--- src/rtl/ram_pkg.sv ---
// Shared definitions for the RAM burst controller: default widths,
// FSM state encoding, the read-beat record and the read FIFO sizing rule.
package ram_pkg;

    localparam int DEF_ADDR_W = 10;
    localparam int DEF_DATA_W = 8;
    localparam int DEF_LEN_W  = 8;
    localparam int DEF_RD_LAT = 1;

    typedef enum logic [1:0] {
        ST_IDLE  = 2'd0,
        ST_WRITE = 2'd1,
        ST_READ  = 2'd2,
        ST_DRAIN = 2'd3
    } state_t;

    // One returned read beat as it sits in the output FIFO.
    typedef struct packed {
        logic [DEF_DATA_W-1:0] data;
        logic                  last;
    } rd_beat_t;

    // Enough room for every read that can be in the RAM pipe plus
    // two beats of slack so a consumer at full rate never starves issue.
    function automatic int fifo_depth(input int rd_lat);
        return rd_lat + 2;
    endfunction

endpackage

--- src/rtl/ram_rd_fifo.sv ---
// Small synchronous FIFO holding returned read beats {data, last}.
// Head is shown combinationally; push/pop are ignored when full/empty.
module ram_rd_fifo
    import ram_pkg::*;
#(
    parameter  int DEPTH = 3,
    parameter  int WIDTH = DEF_DATA_W + 1,
    localparam int CNT_W = $clog2(DEPTH + 1),
    localparam int PTR_W = (DEPTH > 1) ? $clog2(DEPTH) : 1
) (
    input  logic             clk,
    input  logic             rst,
    input  logic             push,
    input  logic [WIDTH-1:0] push_data,
    input  logic             pop,
    output logic [WIDTH-1:0] head,
    output logic [CNT_W-1:0] count,
    output logic             empty,
    output logic             full
);

    logic [WIDTH-1:0] mem [DEPTH];
    logic [PTR_W-1:0] wr_ptr;
    logic [PTR_W-1:0] rd_ptr;
    logic             push_ok;
    logic             pop_ok;

    function automatic logic [PTR_W-1:0] ptr_next(input logic [PTR_W-1:0] p);
        return (p == PTR_W'(DEPTH - 1)) ? '0 : p + PTR_W'(1);
    endfunction

    // Status and head are decoded from the registered count/pointers.
    always_comb begin
        empty   = (count == '0);
        full    = (count == CNT_W'(DEPTH));
        push_ok = push && !full;
        pop_ok  = pop && !empty;
        head    = mem[rd_ptr];
    end

    // Storage, pointers and occupancy; reset empties the FIFO.
    always_ff @(posedge clk or posedge rst) begin
        if (rst) begin
            for (int i = 0; i < DEPTH; i++) begin
                mem[i] <= '0;
            end
            wr_ptr <= '0;
            rd_ptr <= '0;
            count  <= '0;
        end else begin
            if (push_ok) begin
                mem[wr_ptr] <= push_data;
                wr_ptr      <= ptr_next(wr_ptr);
            end
            if (pop_ok) begin
                rd_ptr <= ptr_next(rd_ptr);
            end
            if (push_ok && !pop_ok) begin
                count <= count + CNT_W'(1);
            end else if (pop_ok && !push_ok) begin
                count <= count - CNT_W'(1);
            end
        end
    end

endmodule

--- src/rtl/ram_burst_ctrl.sv ---
// Burst access controller in front of a single-port synchronous RAM.
// Optional macro RAM_BURST_CTRL_BOUNDARY_ERR_EN: adds cmd_err and rejects
// bursts that would run past the top address instead of wrapping to 0.
//
// state    | meaning
// ---------+---------------------------------------------------------
// ST_IDLE  | waiting for a command, cmd_ready high
// ST_WRITE | accepting write beats, one RAM write per wr handshake
// ST_READ  | issuing reads while FIFO credits are available
// ST_DRAIN | all reads issued, waiting for pipe and FIFO to empty
module ram_burst_ctrl
    import ram_pkg::*;
#(
    parameter int ADDR_W = DEF_ADDR_W,
    parameter int DATA_W = DEF_DATA_W,
    parameter int LEN_W  = DEF_LEN_W,
    parameter int RD_LAT = DEF_RD_LAT
) (
    input  logic              clk,
    input  logic              rst,
    input  logic              cmd_valid,
    output logic              cmd_ready,
    input  logic              cmd_write,
    input  logic [ADDR_W-1:0] cmd_addr,
    input  logic [LEN_W-1:0]  cmd_len,
    input  logic              wr_valid,
    output logic              wr_ready,
    input  logic [DATA_W-1:0] wr_data,
    output logic              rd_valid,
    input  logic              rd_ready,
    output logic [DATA_W-1:0] rd_data,
    output logic              rd_last,
    output logic              busy,
    output logic              ram_we,
    output logic [ADDR_W-1:0] ram_addr,
    output logic [DATA_W-1:0] ram_wdata,
    input  logic [DATA_W-1:0] ram_rdata
`ifdef RAM_BURST_CTRL_BOUNDARY_ERR_EN
    ,
    output logic              cmd_err
`endif
);

    localparam int FIFO_DEPTH = fifo_depth(RD_LAT);
    localparam int CNT_W      = $clog2(FIFO_DEPTH + 1);
    localparam int SUM_W      = ((ADDR_W > LEN_W) ? ADDR_W : LEN_W) + 1;

    state_t            state;
    state_t            state_nxt;
    logic [ADDR_W-1:0] cur_addr;
    logic [ADDR_W-1:0] addr_hold;
    logic [DATA_W-1:0] wdata_hold;
    logic [LEN_W-1:0]  remaining;
    logic [RD_LAT-1:0] pipe_valid;
    logic [RD_LAT-1:0] pipe_last;
    logic [CNT_W-1:0]  inflight;
    logic [CNT_W-1:0]  fifo_count;
    logic              fifo_empty;
    logic              fifo_full;
    logic [DATA_W:0]   fifo_head;
    logic              cmd_fire;
    logic              cmd_reject;
    logic              wr_fire;
    logic              rd_issue;
    logic              rd_pop;

    // Bursts whose last beat would pass the top address.
`ifdef RAM_BURST_CTRL_BOUNDARY_ERR_EN
    assign cmd_reject = (SUM_W'(cmd_addr) + SUM_W'(cmd_len)) > SUM_W'({ADDR_W{1'b1}});
`else
    assign cmd_reject = 1'b0;
`endif

    // Number of reads currently travelling through the RAM latency pipe.
    always_comb begin
        inflight = '0;
        for (int i = 0; i < RD_LAT; i++) begin
            inflight = inflight + CNT_W'(pipe_valid[i]);
        end
    end

    // Next-state logic plus handshakes and RAM port drive.
    always_comb begin
        state_nxt = state;
        cmd_ready = 1'b0;
        wr_ready  = 1'b0;
        busy      = 1'b1;
        cmd_fire  = 1'b0;
        wr_fire   = 1'b0;
        rd_issue  = 1'b0;
        case (state)
            ST_IDLE: begin
                cmd_ready = 1'b1;
                busy      = 1'b0;
                cmd_fire  = cmd_valid;
                if (cmd_fire && !cmd_reject) begin
                    state_nxt = cmd_write ? ST_WRITE : ST_READ;
                end
            end
            ST_WRITE: begin
                wr_ready = 1'b1;
                wr_fire  = wr_valid;
                if (wr_fire && (remaining == '0)) begin
                    state_nxt = ST_IDLE;
                end
            end
            ST_READ: begin
                // Credit check: every issued read must already own a FIFO slot.
                rd_issue = ((CNT_W + 1)'(inflight) + (CNT_W + 1)'(fifo_count)
                            < (CNT_W + 1)'(FIFO_DEPTH)) && !fifo_full;
                if (rd_issue && (remaining == '0)) begin
                    state_nxt = ST_DRAIN;
                end
            end
            ST_DRAIN: begin
                if ((inflight == '0) && fifo_empty) begin
                    state_nxt = ST_IDLE;
                end
            end
            default: begin
                state_nxt = ST_IDLE;
            end
        endcase
        ram_we    = wr_fire;
        ram_addr  = (wr_fire || rd_issue) ? cur_addr : addr_hold;
        ram_wdata = wr_fire ? wr_data : wdata_hold;
    end

    // State register.
    always_ff @(posedge clk or posedge rst) begin
        if (rst) begin
            state <= ST_IDLE;
        end else begin
            state <= state_nxt;
        end
    end

    // Burst address/length tracking and the held RAM port values between accesses.
    always_ff @(posedge clk or posedge rst) begin
        if (rst) begin
            cur_addr   <= '0;
            remaining  <= '0;
            addr_hold  <= '0;
            wdata_hold <= '0;
        end else begin
            if (cmd_fire && !cmd_reject) begin
                cur_addr  <= cmd_addr;
                remaining <= cmd_len;
            end else if (wr_fire || rd_issue) begin
                cur_addr  <= cur_addr + ADDR_W'(1);
                addr_hold <= cur_addr;
                if (remaining != '0) begin
                    remaining <= remaining - LEN_W'(1);
                end
            end
            if (wr_fire) begin
                wdata_hold <= wr_data;
            end
        end
    end

    // Read latency pipe carrying valid and last alongside the RAM access.
    always_ff @(posedge clk or posedge rst) begin
        if (rst) begin
            pipe_valid <= '0;
            pipe_last  <= '0;
        end else begin
            pipe_valid[0] <= rd_issue;
            pipe_last[0]  <= rd_issue && (remaining == '0);
            for (int i = 1; i < RD_LAT; i++) begin
                pipe_valid[i] <= pipe_valid[i-1];
                pipe_last[i]  <= pipe_last[i-1];
            end
        end
    end

`ifdef RAM_BURST_CTRL_BOUNDARY_ERR_EN
    // One-cycle error pulse following a rejected command.
    always_ff @(posedge clk or posedge rst) begin
        if (rst) begin
            cmd_err <= 1'b0;
        end else begin
            cmd_err <= cmd_fire && cmd_reject;
        end
    end
`endif

    assign rd_pop   = !fifo_empty && rd_ready;
    assign rd_valid = !fifo_empty;
    assign rd_data  = fifo_head[DATA_W:1];
    assign rd_last  = fifo_head[0] && !fifo_empty;

    ram_rd_fifo #(
        .DEPTH (FIFO_DEPTH),
        .WIDTH (DATA_W + 1)
    ) u_rd_fifo (
        .clk       (clk),
        .rst       (rst),
        .push      (pipe_valid[RD_LAT-1]),
        .push_data ({ram_rdata, pipe_last[RD_LAT-1]}),
        .pop       (rd_pop),
        .head      (fifo_head),
        .count     (fifo_count),
        .empty     (fifo_empty),
        .full      (fifo_full)
    );

endmodule

--- config.mk ---
export PLATFORM = sky130hd
export DESIGN_NAME = ram_burst_ctrl
export DESIGN_NICKNAME = d
export VERILOG_FILES = /design/src/rtl/ram_pkg.sv /design/src/rtl/ram_rd_fifo.sv /design/src/rtl/ram_burst_ctrl.sv
export SDC_FILE = /design/constraint.sdc
export NUM_CORES = 1
export LEC_CHECK = 0
export ABC_AREA = 1
export CAP_MARGIN = 30
export CELL_PAD_IN_SITES_DETAIL_PLACEMENT = 0
export CELL_PAD_IN_SITES_GLOBAL_PLACEMENT = 1
export CORE_ASPECT_RATIO = 1.75
export CORE_MARGIN = 2
export CORE_UTILIZATION = 41
export DETAILED_ROUTE_END_ITERATION = 7
export PLACE_DENSITY_LB_ADDON = 0.1
export RECOVER_POWER = 50
export SLEW_MARGIN = 20
export SYNTH_ARGS = -nofsm -noshare
export SYNTH_HDL_FRONTEND = slang
export SYNTH_SLANG_ARGS = --single-unit
--- constraint.sdc ---
create_clock -name clk -period 3.9 [get_ports clk]
set_input_delay 0.78 -clock clk [delete_from_list [all_inputs] [get_ports clk]]
set_output_delay 0.78 -clock clk [all_outputs]
set_load 0.01 [all_outputs]
==> flow_summary.yaml, run 1 <==
status:
  status: "completed"
die:
  row_count: 46
  coreArea_um2: 8980
  fp.dieH_um: 131
  dieWidth_um: 76.5
  die-area_um2: 10000
  pin_count: 72
  start_util_pct: 42.0
placement:
  gp_congestion: 0.789
  numPortBuffers: 71
  place_inst: 667
  dp_hpwl_um: 6340
timing:
  fin_crit_ps: 3610
  skew_ps: 3.58
  worstMarginPinSlew_ps: 1430
  finalHoldViolations: 0
  setup_violations: 0
  tns_ps: 0
  fin_crit_sh_pct: 92.5
  fmax_mhz: 277
  slew_headroom_pct: 4.60
  whs_ps: 471
  drv_slew: 0
  rsz0062_at_grt: "false"
detailed_routing:
  wl_per_cell_um: 12.8
  ant_nets: 0
  drc: 0
  first_pass_iters: 4
  wirelength_um: 8740
  vias: 3269
  drtIter0Drc: 170
  viasPerCell: 4.79
critical_path:
  r2r_cells: 9
  end_kind: "output port"
  r2r-start: "u_rd_fifo.count[0]$_DFFE_PP0P_"
  worstPathMaxFanout: 30
  critPathKind: "reg2out"
  crit_required_ps: 3120
  setup.worst_path.start_class: "flop"
  r2r-end: "remaining[1]$_DFFE_PP0P_"
  crit_path_start: "u_rd_fifo.count[0]$_DFFE_PP0P_"
  crit_arrival_ps: 2830
  regToRegSetupSlack_ps: 1650
logic_synthesis:
  avgSynthCellArea_um2: 7.78
  yosysTopAreaCell: "dfrtp_1"
  synthTopCellsByCount: "nand2_1 (154), dfrtp_1 (73), inv_1 (62)"
  syn_nets: 531
  yosys_warnings: 0
  ys_types: 32
  yosysTopAreaCellShare_pct: 48.4
  synth_ff_type: "dfrtp_1"
  synthCells: 485
  synth_edf_count: 0
  ys_seq_elements: 73
  ys_seq_area_share_pct: 48.4
  yosysMostFrequentCell: "nand2_1"
  synthTopCellsByArea: "dfrtp_1 (48%), nand2_1 (15%), inv_1 (6.2%), o21ai_0 (4.6%), nand3_1 (4.0%)"
  async_reset_ff_share_pct: 100
  netlist_area_um2: 3770
global_route:
  grt_antenna_before_repair: 0
  grt_max_degree: 39
  first_global_vias: 3085
  grt_pass1_wl_um: 14300
  grt_usage_pct: 18.3
  grt-ovfl-total: 0
clock_tree:
  clk_latency_ps: 330
  cts_resized: 0
  cts_max_level: 3
  cts_root_buffer: "clkbuf_16"
  numCtsBuffers: 9
  cts.sink_count: 73
  clk_transition_reported_paths_ps: 60
  cts_tree: "built"
  clock_path_buffers: 2
  holdBufCountCts: 0
  postCtsSetupBuffers: 0
pwr:
  p_per_area_nw_per_um2: 894
  leakage_nw: 2.39
  worst_ir_drop_vdd_mv: 0.405
flow_run:
  maxCapViolCount: 0
layout:
  layout.cells.non_filler: 683
  antennaDiodeCount: 0
  nets: 604
  drive_gt1_share_pct: 6.39
  multiInputGateArea_um2: 1610
  fillers: 929
  syn_to_final_growth_pct: 29.0
  final-seq-area_um2: 1830
hold_path:
  hp-start: "wdata_hold[6]$_DFF_PP0_"
  min_path_cells: 2
  worstHoldPathType: "reg2reg"
  whs_endpoint: "wdata_hold[6]$_DFF_PP0_"
## report_power, final
part           total [W]  switching [W]  internal [W]  leakage, nW
clock network   0.000845       0.000317      0.000528        0.155
registers        0.00134       0.000223       0.00112        0.881
logic            0.00216        0.00121      0.000947         1.35
## routing by layer
layer | GRT usage [%] | part of all wire [%] | vias up
met3 | 3.71 | 4.0 | 4
met4 | 7.81 | 0.82 | 0
met2 | 35.1 | 55 | 79
met1 | 19.3 | 40 | 1502
met5 | 0 | 0 | -
li1 | - | - | 1684
## state kept, by name (all words and copies together) (netlist names)
signal	cells
addr_hold	10
cur_addr	10
pipe_last	1
pipe_valid	1
remaining	8
state	2
u_rd_fifo.count	2
u_rd_fifo.mem	27
u_rd_fifo.rd_ptr	2
u_rd_fifo.wr_ptr	2
wdata_hold	8
## cells by family (layout without fill, tap and decap cells)
group / count (synthesis) / after routing / synth area share, %
flip-flops: 73 / 73 / 48.4
adder cells (fa/ha/maj): 6 / 6 / 1.99
AND/OR/NAND/NOR: 245 / 245 / 28.6
XOR/XNOR: 5 / 5 / 1.16
AO/OA/AOI/OAI: 78 / 78 / 11.2
buffers and inverters: 78 / 156 / 8.66
## critical path: stages, from the launching register on
cell and delay (ps):
dfrtp_1 430, ha_1 210, ha_1 270, nand2_1 120
nand4_4 180, nand2_2 460, nor2_1 120, a21oi_1 140
clkdlybuf4s50_1 560
## worst max-delay path by stage
stage | slack, ps | endpoint | depth (start not counted)
2_1_floorplan | 1270 | addr_hold[0]$_DFFE_PP0N_ | 1
3_3_place_gp | 500 | ram_addr[0] | 6
3_5_place_dp | 470 | ram_addr[8] | 6
4_1_cts | 250 | ram_addr[8] | 8
5_1_grt | 70 | ram_addr[2] | 8
6_report | 290 | ram_addr[8] | 8
## per-stage QoR
stage	total power (W)	area [um2]	util, %	setup WS, ps
final	0.00435	4860	54.2	291
after global placement	0.00351	4590	51.1	503
after detailed placement	0.00356	4590	51.1	470
after floorplan	0.00274	3770	-	1270
after global routing	0.00475	4860	54.2	65.6
after CTS	0.00443	4890	54.5	253
## cells in the final DEF (no fill, tap or decap), drive strengths merged, types with 3 or more instances in the layout
master         synthesis  final
clkbuf                 1     12
nand4                  7      7
o211ai                 6      6
clkdlybuf4s50          0     69
a21oi                 24     24
nand2                159    159
o21ai                 42     42
ha                     6      6
inv                   66     66
nand3                 32     32
o221ai                 3      3
nor2                  42     42
clkinv                 1      5
xor2                   3      3
dfrtp                 73     73
## cell type report
class,count,area share (%)
inverters,67,5.17
flip-flops and latches,73,37.6
well taps,120,3.09
clock buffers,11,5.20
repair buffers,73,14.9
multi-input cells,334,33.0
clock inverters,5,1.11
No activity file was read; power rests on OpenSTA's default activity.
==> inputs of run 2 (changes only) <==
--- a/config.mk
+++ b/config.mk
@@ -15,7 +15,6 @@
 export DETAILED_ROUTE_END_ITERATION = 7
 export PLACE_DENSITY_LB_ADDON = 0.1
 export RECOVER_POWER = 50
-export SLEW_MARGIN = 20
 export SYNTH_ARGS = -nofsm -noshare
 export SYNTH_HDL_FRONTEND = slang
 export SYNTH_SLANG_ARGS = --single-unit
==> results of run 2 <==
Final layout, timing and power as in run 1 (identical DEF).
